==> config.mk <==
export PLATFORM = sky130hd
export DESIGN_NAME = sm_serial_adder_flat
export DESIGN_NICKNAME = d
export VERILOG_FILES = /design/src/rtl/sm_serial_adder_if.sv /design/src/rtl/sm_serial_adder.sv /design/src/flat_wrapper.sv
export SDC_FILE = /design/constraint.sdc
export NUM_CORES = 1
export LEC_CHECK = 0
export ABC_CLOCK_PERIOD_IN_PS = 3200
export CORE_MARGIN = 10
export CORE_UTILIZATION = 40
export CTS_BUF_LIST = sky130_fd_sc_hd__clkbuf_4
export DETAILED_ROUTE_END_ITERATION = 16
export PLACE_DENSITY = 0.66
export SYNTH_ARGS = -nofsm -noshare
export SYNTH_HDL_FRONTEND = slang
export SYNTH_SLANG_ARGS = --single-unit
export TNS_END_PERCENT = 1
==> constraint.sdc <==
create_clock -name i_clk -period 3.2 [get_ports i_clk]
set_input_delay 0.64 -clock i_clk [delete_from_list [all_inputs] [get_ports i_clk]]
set_output_delay 0.64 -clock i_clk [all_outputs]
set_load 0.02 [all_outputs]
==> src/rtl/sm_serial_adder_if.sv <==
// Handshake and operand/result bundle for the bit-serial sign-magnitude adder.
// The requester (master) drives start and operands; the adder (slave) returns
// status and the registered result.
interface sm_serial_adder_if #(
    parameter int N = 8
);
    logic         i_start;
    logic [N-1:0] i_a;
    logic [N-1:0] i_b;
    logic         o_busy;
    logic         o_done;
    logic [N-1:0] o_out;
    logic         o_carry;

    modport master (
        output i_start,
        output i_a,
        output i_b,
        input  o_busy,
        input  o_done,
        input  o_out,
        input  o_carry
    );

    modport slave (
        input  i_start,
        input  i_a,
        input  i_b,
        output o_busy,
        output o_done,
        output o_out,
        output o_carry
    );
endinterface

==> src/rtl/sm_serial_adder.sv <==
// Bit-serial sign-magnitude adder. The magnitudes are combined one bit per
// clock, LSB first: a full add when the signs match and a full subtract
// |A| - |B| when they differ. A final borrow means |A| < |B|, so the
// magnitude register is serially two's-complemented before the result is
// published. A zero magnitude is always reported with a positive sign.
module sm_serial_adder #(
    parameter int N = 8
) (
    input  logic                i_clk,
    input  logic                i_rst_n,
    sm_serial_adder_if.slave    bus
);

    localparam int M  = N - 1;                 // magnitude width
    localparam int CW = (N > 3) ? $clog2(N - 1) : 1;
    localparam logic [CW-1:0] CNT_LAST = CW'(N - 2);

    typedef enum logic [1:0] {
        IDLE = 2'd0,
        ADD  = 2'd1,
        NEG  = 2'd2,
        DONE = 2'd3
    } state_t;

    state_t        state;
    state_t        state_next;

    // Operand magnitudes, shifted right so the active bit is always bit 0.
    logic [M-1:0]  a_sh;
    logic [M-1:0]  b_sh;
    // Result magnitude; new bits enter at the MSB so bit k lands at position k.
    logic [M-1:0]  res_sh;
    logic [CW-1:0] cnt;
    // Carry for same-sign adds, borrow for different-sign subtracts.
    logic          cb;
    logic          op_sub;
    logic          sign_a;
    logic          sign_b;
    // Set once the first 1 has been copied during two's-complement.
    logic          seen_one;

    logic          out_done;
    logic [N-1:0]  out_val;
    logic          out_carry;

    // Decoded controls from the output process.
    logic          busy;
    logic          accept;
    logic          add_step;
    logic          neg_step;
    logic          publish;

    logic          a_bit;
    logic          b_bit;
    logic          res_bit;
    logic          cb_next;
    logic          neg_bit;
    logic          last_bit;
    logic          res_sign;

    assign a_bit    = a_sh[0];
    assign b_bit    = b_sh[0];
    assign last_bit = (cnt == CNT_LAST);

    // Sum and difference share the same bit equation; only the carry/borrow
    // propagation differs between the two operations.
    assign res_bit = a_bit ^ b_bit ^ cb;
    assign cb_next = op_sub ? ((~a_bit & b_bit) | (~(a_bit ^ b_bit) & cb))
                            : ((a_bit & b_bit) | (cb & (a_bit ^ b_bit)));

    // Two's-complement: copy up to and including the first 1, invert after.
    assign neg_bit = seen_one ? ~res_sh[0] : res_sh[0];

    // A final borrow means |B| won, so B's sign applies; zero is always +.
    assign res_sign = (|res_sh) & ((op_sub && cb) ? sign_b : sign_a);

    // State register.
    always_ff @(posedge i_clk or negedge i_rst_n) begin
        if (!i_rst_n) begin
            state <= IDLE;
        end else begin
            state <= state_next;
        end
    end

    // Next-state logic.
    always_comb begin
        state_next = state;
        case (state)
            IDLE: begin
                if (bus.i_start) begin
                    state_next = ADD;
                end
            end
            ADD: begin
                if (last_bit) begin
                    state_next = (op_sub && cb_next) ? NEG : DONE;
                end
            end
            NEG: begin
                if (last_bit) begin
                    state_next = DONE;
                end
            end
            DONE: begin
                state_next = IDLE;
            end
            default: begin
                state_next = IDLE;
            end
        endcase
    end

    // State-decoded controls.
    always_comb begin
        busy     = 1'b0;
        accept   = 1'b0;
        add_step = 1'b0;
        neg_step = 1'b0;
        publish  = 1'b0;
        case (state)
            IDLE: accept   = bus.i_start;
            ADD: begin
                busy     = 1'b1;
                add_step = 1'b1;
            end
            NEG: begin
                busy     = 1'b1;
                neg_step = 1'b1;
            end
            DONE: publish  = 1'b1;
            default: begin
                busy     = 1'b0;
            end
        endcase
    end

    // Serial datapath: capture on accept, one magnitude bit per ADD/NEG cycle.
    always_ff @(posedge i_clk or negedge i_rst_n) begin
        if (!i_rst_n) begin
            a_sh     <= '0;
            b_sh     <= '0;
            res_sh   <= '0;
            cnt      <= '0;
            cb       <= 1'b0;
            op_sub   <= 1'b0;
            sign_a   <= 1'b0;
            sign_b   <= 1'b0;
            seen_one <= 1'b0;
        end else if (accept) begin
            a_sh     <= bus.i_a[M-1:0];
            b_sh     <= bus.i_b[M-1:0];
            res_sh   <= '0;
            cnt      <= '0;
            cb       <= 1'b0;
            op_sub   <= bus.i_a[N-1] ^ bus.i_b[N-1];
            sign_a   <= bus.i_a[N-1];
            sign_b   <= bus.i_b[N-1];
            seen_one <= 1'b0;
        end else if (add_step) begin
            a_sh   <= {1'b0, a_sh[M-1:1]};
            b_sh   <= {1'b0, b_sh[M-1:1]};
            res_sh <= {res_bit, res_sh[M-1:1]};
            cb     <= cb_next;
            cnt    <= last_bit ? '0 : cnt + CW'(1);
        end else if (neg_step) begin
            res_sh   <= {neg_bit, res_sh[M-1:1]};
            seen_one <= seen_one | res_sh[0];
            cnt      <= last_bit ? '0 : cnt + CW'(1);
        end
    end

    // Result registers: published from DONE and held until the next DONE.
    always_ff @(posedge i_clk or negedge i_rst_n) begin
        if (!i_rst_n) begin
            out_done  <= 1'b0;
            out_val   <= '0;
            out_carry <= 1'b0;
        end else begin
            out_done <= publish;
            if (publish) begin
                out_val   <= {res_sign, res_sh};
                out_carry <= ~op_sub & cb;
            end
        end
    end

    assign bus.o_busy  = busy;
    assign bus.o_done  = out_done;
    assign bus.o_out   = out_val;
    assign bus.o_carry = out_carry;

endmodule

==> src/flat_wrapper.sv <==
// flat-port wrapper written by rule: the top's interface ports become plain ports
module sm_serial_adder_flat 
#(
    parameter int N = 8
)
  (i_clk, i_rst_n, bus_i_start, bus_i_a, bus_i_b, bus_o_busy, bus_o_done, bus_o_out, bus_o_carry);
  sm_serial_adder_if #(.N(N)) bus_i ();
  input  logic i_clk;
  input  logic i_rst_n;
  input wire logic [$bits(bus_i.i_start)-1:0] bus_i_start;
  input wire logic [$bits(bus_i.i_a)-1:0] bus_i_a;
  input wire logic [$bits(bus_i.i_b)-1:0] bus_i_b;
  output wire logic [$bits(bus_i.o_busy)-1:0] bus_o_busy;
  output wire logic [$bits(bus_i.o_done)-1:0] bus_o_done;
  output wire logic [$bits(bus_i.o_out)-1:0] bus_o_out;
  output wire logic [$bits(bus_i.o_carry)-1:0] bus_o_carry;
  assign bus_i.i_start = bus_i_start;
  assign bus_i.i_a = bus_i_a;
  assign bus_i.i_b = bus_i_b;
  assign bus_o_busy = bus_i.o_busy;
  assign bus_o_done = bus_i.o_done;
  assign bus_o_out = bus_i.o_out;
  assign bus_o_carry = bus_i.o_carry;
  sm_serial_adder #(.N(N)) u_core (.i_clk(i_clk), .i_rst_n(i_rst_n), .bus(bus_i));
endmodule
# --- Word-level counts from Yosys, hierarchy flattened ---
# Index checks and enable logic that the tools add are counted.
classes:
  eq_ne: 8
  bitwise: 16
  add_sub_neg: 1
  mux: 29
  reduce_logical: 10
op_table:
  columns: ["operator", "n"]
  rows:
  - ["2-to-1 mux 7 bit", 7]
  - ["2-to-1 mux 1 bit", 14]
  - ["2-to-1 mux 3 bit", 4]
  - ["one-hot mux 2 bit (4 select lines)", 1]
  - ["OR reduction 7 bit", 1]
  - ["bitwise AND 1 bit", 6]
  - ["2-to-1 mux 2 bit", 3]
  - ["!= test 2 x 1 -> 1 bit (second input constant)", 3]
  - ["equality test 2 bit (second input constant)", 2]
  - ["inverter 1 bit", 4]
  - ["nonzero test 2 bit", 2]
  - ["adder 3 x 1 -> 3 bit (second input constant)", 1]
  - ["equality test 3 bit (second input constant)", 1]
  - ["bitwise OR 1 bit", 3]
  - ["AND reduction 3 bit", 1]
  - ["nonzero test 3 bit", 1]
  - ["XOR 1 bit", 3]
  - ["equality test 2 x 1 -> 1 bit (second input constant)", 1]
  - ["logical AND 1 bit", 2]
  - ["zero test 2 bit", 1]
  - ["!= test 2 bit (second input constant)", 1]
  - ["AND reduction 2 bit", 1]
  - ["OR reduction 2 bit", 1]
word_totals:
  regBits: 41

# --- Logic depth before layout (Yosys ltp) ---
logic_depth:
  depth_word: 9
  depth_mapped: 7
  mapped_depth_nobuf: 5

# --- Worst setup path before layout ---
# Ideal clock, no wire load.
synth_path:
  kind: "register to output"
  start: "register u_core.state[0]"
  end: "output port bus_o_busy"
  t_required_ns: 2.560
  arrival_ns: 0.938
  n_path_buf: 0
  stages_incl_launch_ff: 3
  slack_ns: 1.622
  cell_sequence: "dfrtp_1 > inv_1 > ha_1"
synth_between:
  elab_chain_cells: 3
  word_cells_on_any_way: 4
  cone_classes: "2 x eq/ne; 1 x mux; 1 x reduce/logical"
synth_lines:
  columns: ["element", "line", "rtl"]
  rows:
  - ["start, declared", "sm_serial_adder.sv:25", "state_t state;"]
  - ["start signal, assigned", "sm_serial_adder.sv:82", "state <= state_next;"]
  - ["equality test 2 x 1 -> 1 bit / equality test 2 bit (equally long branches)", "sm_serial_adder.sv:121", "case (state)"]
  - ["OR reduction 2 bit (no source line) *", null, null]
  - ["2-to-1 mux 1 bit *", "sm_serial_adder.sv:121", null]
  - ["end, declared", "flat_wrapper.sv:13", "output wire logic [$bits(bus_i.o_busy)-1:0] bus_o_busy;"]
# Every way passes the cells marked *; elsewhere a longest branch is shown, timed or not.

# --- Final worst setup path ---
layout_path:
  start: "register u_core.state[1]"
  end: "output port bus_o_busy"
# Same word-level chain as after synthesis.

==> flow_metrics.py <==
metrics = {
    "layout": {
        "finalNetCount": 232,
        "most_frequent_cells_in_the_layout": "sky130_fd_sc_hd__dfrtp_1, sky130_fd_sc_hd__clkdlybuf4s50_1, sky130_fd_sc_hd__nand2_1, sky130_fd_sc_hd__mux2i_1, sky130_fd_sc_hd__o21ai_0",
        "antennaDiodeCount": 0,
        "layout-area-overhead-vs-synth_pct": 20.36,
        "post_route_cells_drive_above_1_share_pct": 13.66,
        "most_common_library_cell_in_the_layout_ignoring_fill_and_taps": "sky130_fd_sc_hd__dfrtp_1",
        "post_layout_nonfiller_instances": 272,
    },
    "placed_design": {
        "dp_hpwl_um": 2702,
        "port_bufs": 29,
        "finalWeightedCongestion": 0.7298,
        "post-place-cells": 264,
    },
    "synth": {
        "synth.area.mux_share_pct": 16.04,
        "avgSynthCellArea_um2": 11.47,
        "adder_cell_share_of_the_synthesized_area_pct": 6.468,
        "dominant_combinational_cell_family_by_area_after_synthesis": "multiplexers",
        "ys_types": 31,
        "synth-seq-area-share_pct": 52.00,
        "synth-xor-area-share_pct": 0.4439,
        "synth-compound-area-share_pct": 9.448,
        "synth.top_cells.by_area": "sky130_fd_sc_hd__dfrtp_1, sky130_fd_sc_hd__mux2i_1, sky130_fd_sc_hd__mux2_2",
        "yosys.area_share.simple_pct": 11.16,
        "synth_cells": 172,
        "yosys_register_bits": 41,
        "cell_area_after_synthesis_um2": 1973,
        "asyncSetResetFlopFracSynth_pct": 100.0,
        "synth_warn": 0,
        "syn_nets": 200,
        "synth_top_cell_by_area": "sky130_fd_sc_hd__dfrtp_1",
        "synthDominantCellAreaShare_pct": 52.00,
        "dominant_register_cell_in_the_synthesized_netlist": "sky130_fd_sc_hd__dfrtp_1",
        "synth-edff-count": 0,
    },
    "global_route": {
        "via_count_of_the_first_global_routing_pass": 1360,
        "wire_length_of_the_first_global_routing_pass_um": 6734,
        "overflow": 0,
        "grt_start_max_net_pins": 42,
        "antenna_found_initial": 0,
        "groute.usage.overall_pct": 10.01,
    },
    "setup_path": {
        "cp-end-kind": "output pin",
        "timing.setup.critical_path_class": "reg -> out",
        "worst_ep_arrival_time_ns": 1.86,
        "path_buf_inv": 2,
        "crit_chain": "inv_1 -> ha_1 -> clkdlybuf4s50_1",
        "launching_point_of_the_worst_reg2reg_path": "u_core.state[0]",
        "crit_family": "buffers and inverters",
        "critPathMaxStageDelay_ns": 0.61,
        "timing.rr.end": "u_core.b_sh[6]",
        "worstPathRequired_ns": 2.56,
        "worst-r2r-setup-slack_ns": 1.31,
        "critical_path.max_fanout": 5,
        "critical_path.startpoint_type": "flop",
        "worst_reg_to_reg_cells": 5,
        "critPathSlowestCell": "sky130_fd_sc_hd__clkdlybuf4s50_1",
    },
    "job": {
        "timing.max_cap.violations": 0,
    },
    "detailed_routing": {
        "drc_markers": 0,
        "detail_route.vias_per_cell": 4.772,
        "drt.antenna.violating_nets": 0,
        "drt_iter0_markers": 74,
        "postRouteWirelength_um": 3765,
        "drt_pass1_iterations": 5,
        "num_vias": 1298,
        "route.detailed.wl_per_inst_um": 13.84,
    },
    "sta": {
        "setup-tns-final_ns": 0,
        "slew_headroom_pct": 39.39,
        "grt_setup_unrepaired": "no",
        "post-route-min-period_ns": 2.498,
        "post-route-period-util_pct": 78.06,
        "finalSetupViolations": 0,
        "fmax_mhz": 400.3,
        "report.final.hold_viol_count": 0,
        "skew_ns": 0.007617,
        "tightest_slew_ns": 0.9091,
        "slew_violations": 0,
    },
    "cts": {
        "holdBufCountCts": 0,
        "htreeDepth": 2,
        "cts_buffer_depth": 2,
        "clock_tree_from_tritoncts": "yes",
        "worst_setup_hold_path_clk_slew_ns": 0.12,
        "cts_repair_resize_count": 0,
        "clkSinkCount": 41,
        "post_cts_buffers": 0,
        "clk_latency_ns": 0.35,
        "cts_made_buffers": 5,
        "cts.root.buffer_cell": "sky130_fd_sc_hd__clkbuf_4",
    },
    "die": {
        "fp.dieArea_um2": 8142,
        "initial_core_util_pct": 41.50,
        "die-height_um": 90.24,
        "placement_rows": 25,
        "design.portCount": 30,
        "chipWidth_um": 90.24,
        "core-area_um2": 4755,
    },
    "pwr": {
        "total_leakage_power_nw": 1.054,
        "ir_drop_v": 0.0004584,
        "p_per_area_nw_per_um2": 1003,
    },
    "outcome": {
        "run_status": "finished, final reports clean",
    },
    "worst_hold_path": {
        "timing.hold.worst.class": "in -> async",
    },
}
-- metal layers --
layer | GRT usage [%] | share of wire [%] | routed length, µm | vias up
met1 | 13.49 | 50 | 1866 | 617
met3 | 2.826 | 4.2 | 158 | 8
met5 | 0 | 0 | 0 | -
met4 | 4.775 | 2.1 | 80 | 0
met2 | 14.35 | 44 | 1660 | 23
li1 | - | - | - | 650
-- cell usage after synthesis (2+ instances only) --
cell	instances
sky130_fd_sc_hd__dfrtp_1	41
sky130_fd_sc_hd__nand2_1	21
sky130_fd_sc_hd__mux2i_1	20
sky130_fd_sc_hd__o21ai_0	18
sky130_fd_sc_hd__nor2_1	11
sky130_fd_sc_hd__mux2_2	9
sky130_fd_sc_hd__ha_1	7
sky130_fd_sc_hd__inv_1	6
sky130_fd_sc_hd__a21oi_1	5
sky130_fd_sc_hd__buf_2	4
sky130_fd_sc_hd__nand2b_1	4
sky130_fd_sc_hd__buf_4	3
sky130_fd_sc_hd__nand3b_1	3
sky130_fd_sc_hd__buf_6	2
sky130_fd_sc_hd__fa_1	2
-- sequential cells by signal, indices dropped and copies added (netlist names) --
| signal | count |
|---|---|
| u_core.cb | 1 |
| u_core.res_sh | 7 |
| u_core.b_sh | 7 |
| u_core.op_sub | 1 |
| u_core.seen_one | 1 |
| u_core.bus.o_out | 8 |
| u_core.sign_a | 1 |
| u_core.a_sh | 7 |
| u_core.bus.o_done | 1 |
| u_core.sign_b | 1 |
| u_core.cnt | 3 |
| u_core.bus.o_carry | 1 |
| u_core.state | 2 |
-- metrics by stage --
step | cell area, µm² | setup WS, ns | power, mW | hold WS (ns) | util, %
global route | 2375 | 0.5991 | 2.614 | 0.4649 | 49.95
finish | 2375 | 0.7021 | 2.383 | 0.4113 | 49.95
CTS | 2375 | 0.6660 | 2.425 | 0.4333 | 49.95
global placement | 2315 | 0.9808 | 2.108 | 0.4900 | 48.68
floorplan | 1973 | 1.622 | 1.799 | 0.3444 | -
detailed placement | 2315 | 0.9661 | 2.141 | 0.4955 | 48.68
-- cells by family after synthesis --
| kind of cell | count (synthesis) |
|---|---|
| multiplexers | 30 |
| adder cells (fa/ha/maj) | 9 |
| AO/OA/AOI/OAI | 30 |
| flip-flops | 41 |
| XOR/XNOR | 1 |
| AND/OR/NAND/NOR | 46 |
| buffers and inverters | 15 |
-- worst register-to-register path: cells and delay by family (launching register included) --
kind / cells / cell delay (ns)
AOI/OAI and AO/OA: 1 / 0.11
adders and majority gates: 1 / 0.21
buffers and inverters: 2 / 0.46
DFF: 1 / 0.44
and+or+nand+nor: 1 / 0.55
-- where the power goes --
group	total (mW)	internal, mW	switching, mW
clock	0.276	0.113	0.163
combinational	1.18	0.595	0.582
sequential	0.930	0.754	0.176
-- worst max path at each step --
stage / startpoint / end / slack, ns / depth (start not counted)
CTS: u_core.state[1] / bus_o_busy / 0.67 / 3
detailed placement: bus_i_start / u_core.b_sh[5] / 0.97 / 4
finish: u_core.state[1] / bus_o_busy / 0.70 / 3
global route: u_core.state[1] / bus_o_busy / 0.60 / 3
global placement: bus_i_start / u_core.sign_a / 0.98 / 3
floorplan: u_core.state[0] / bus_o_busy / 1.62 / 2
-- cell type report --
class,instances,area [µm²]
Inverter,6,22.52
Tap cell,67,83.83
Fill cell,482,2380
Sequential cell,41,1026
Clock buffer,8,60.06
Timing Repair Buffer,34,322.8
Multi-Input combinational cell,116,859.6
Power figures use the tool's default switching activity.
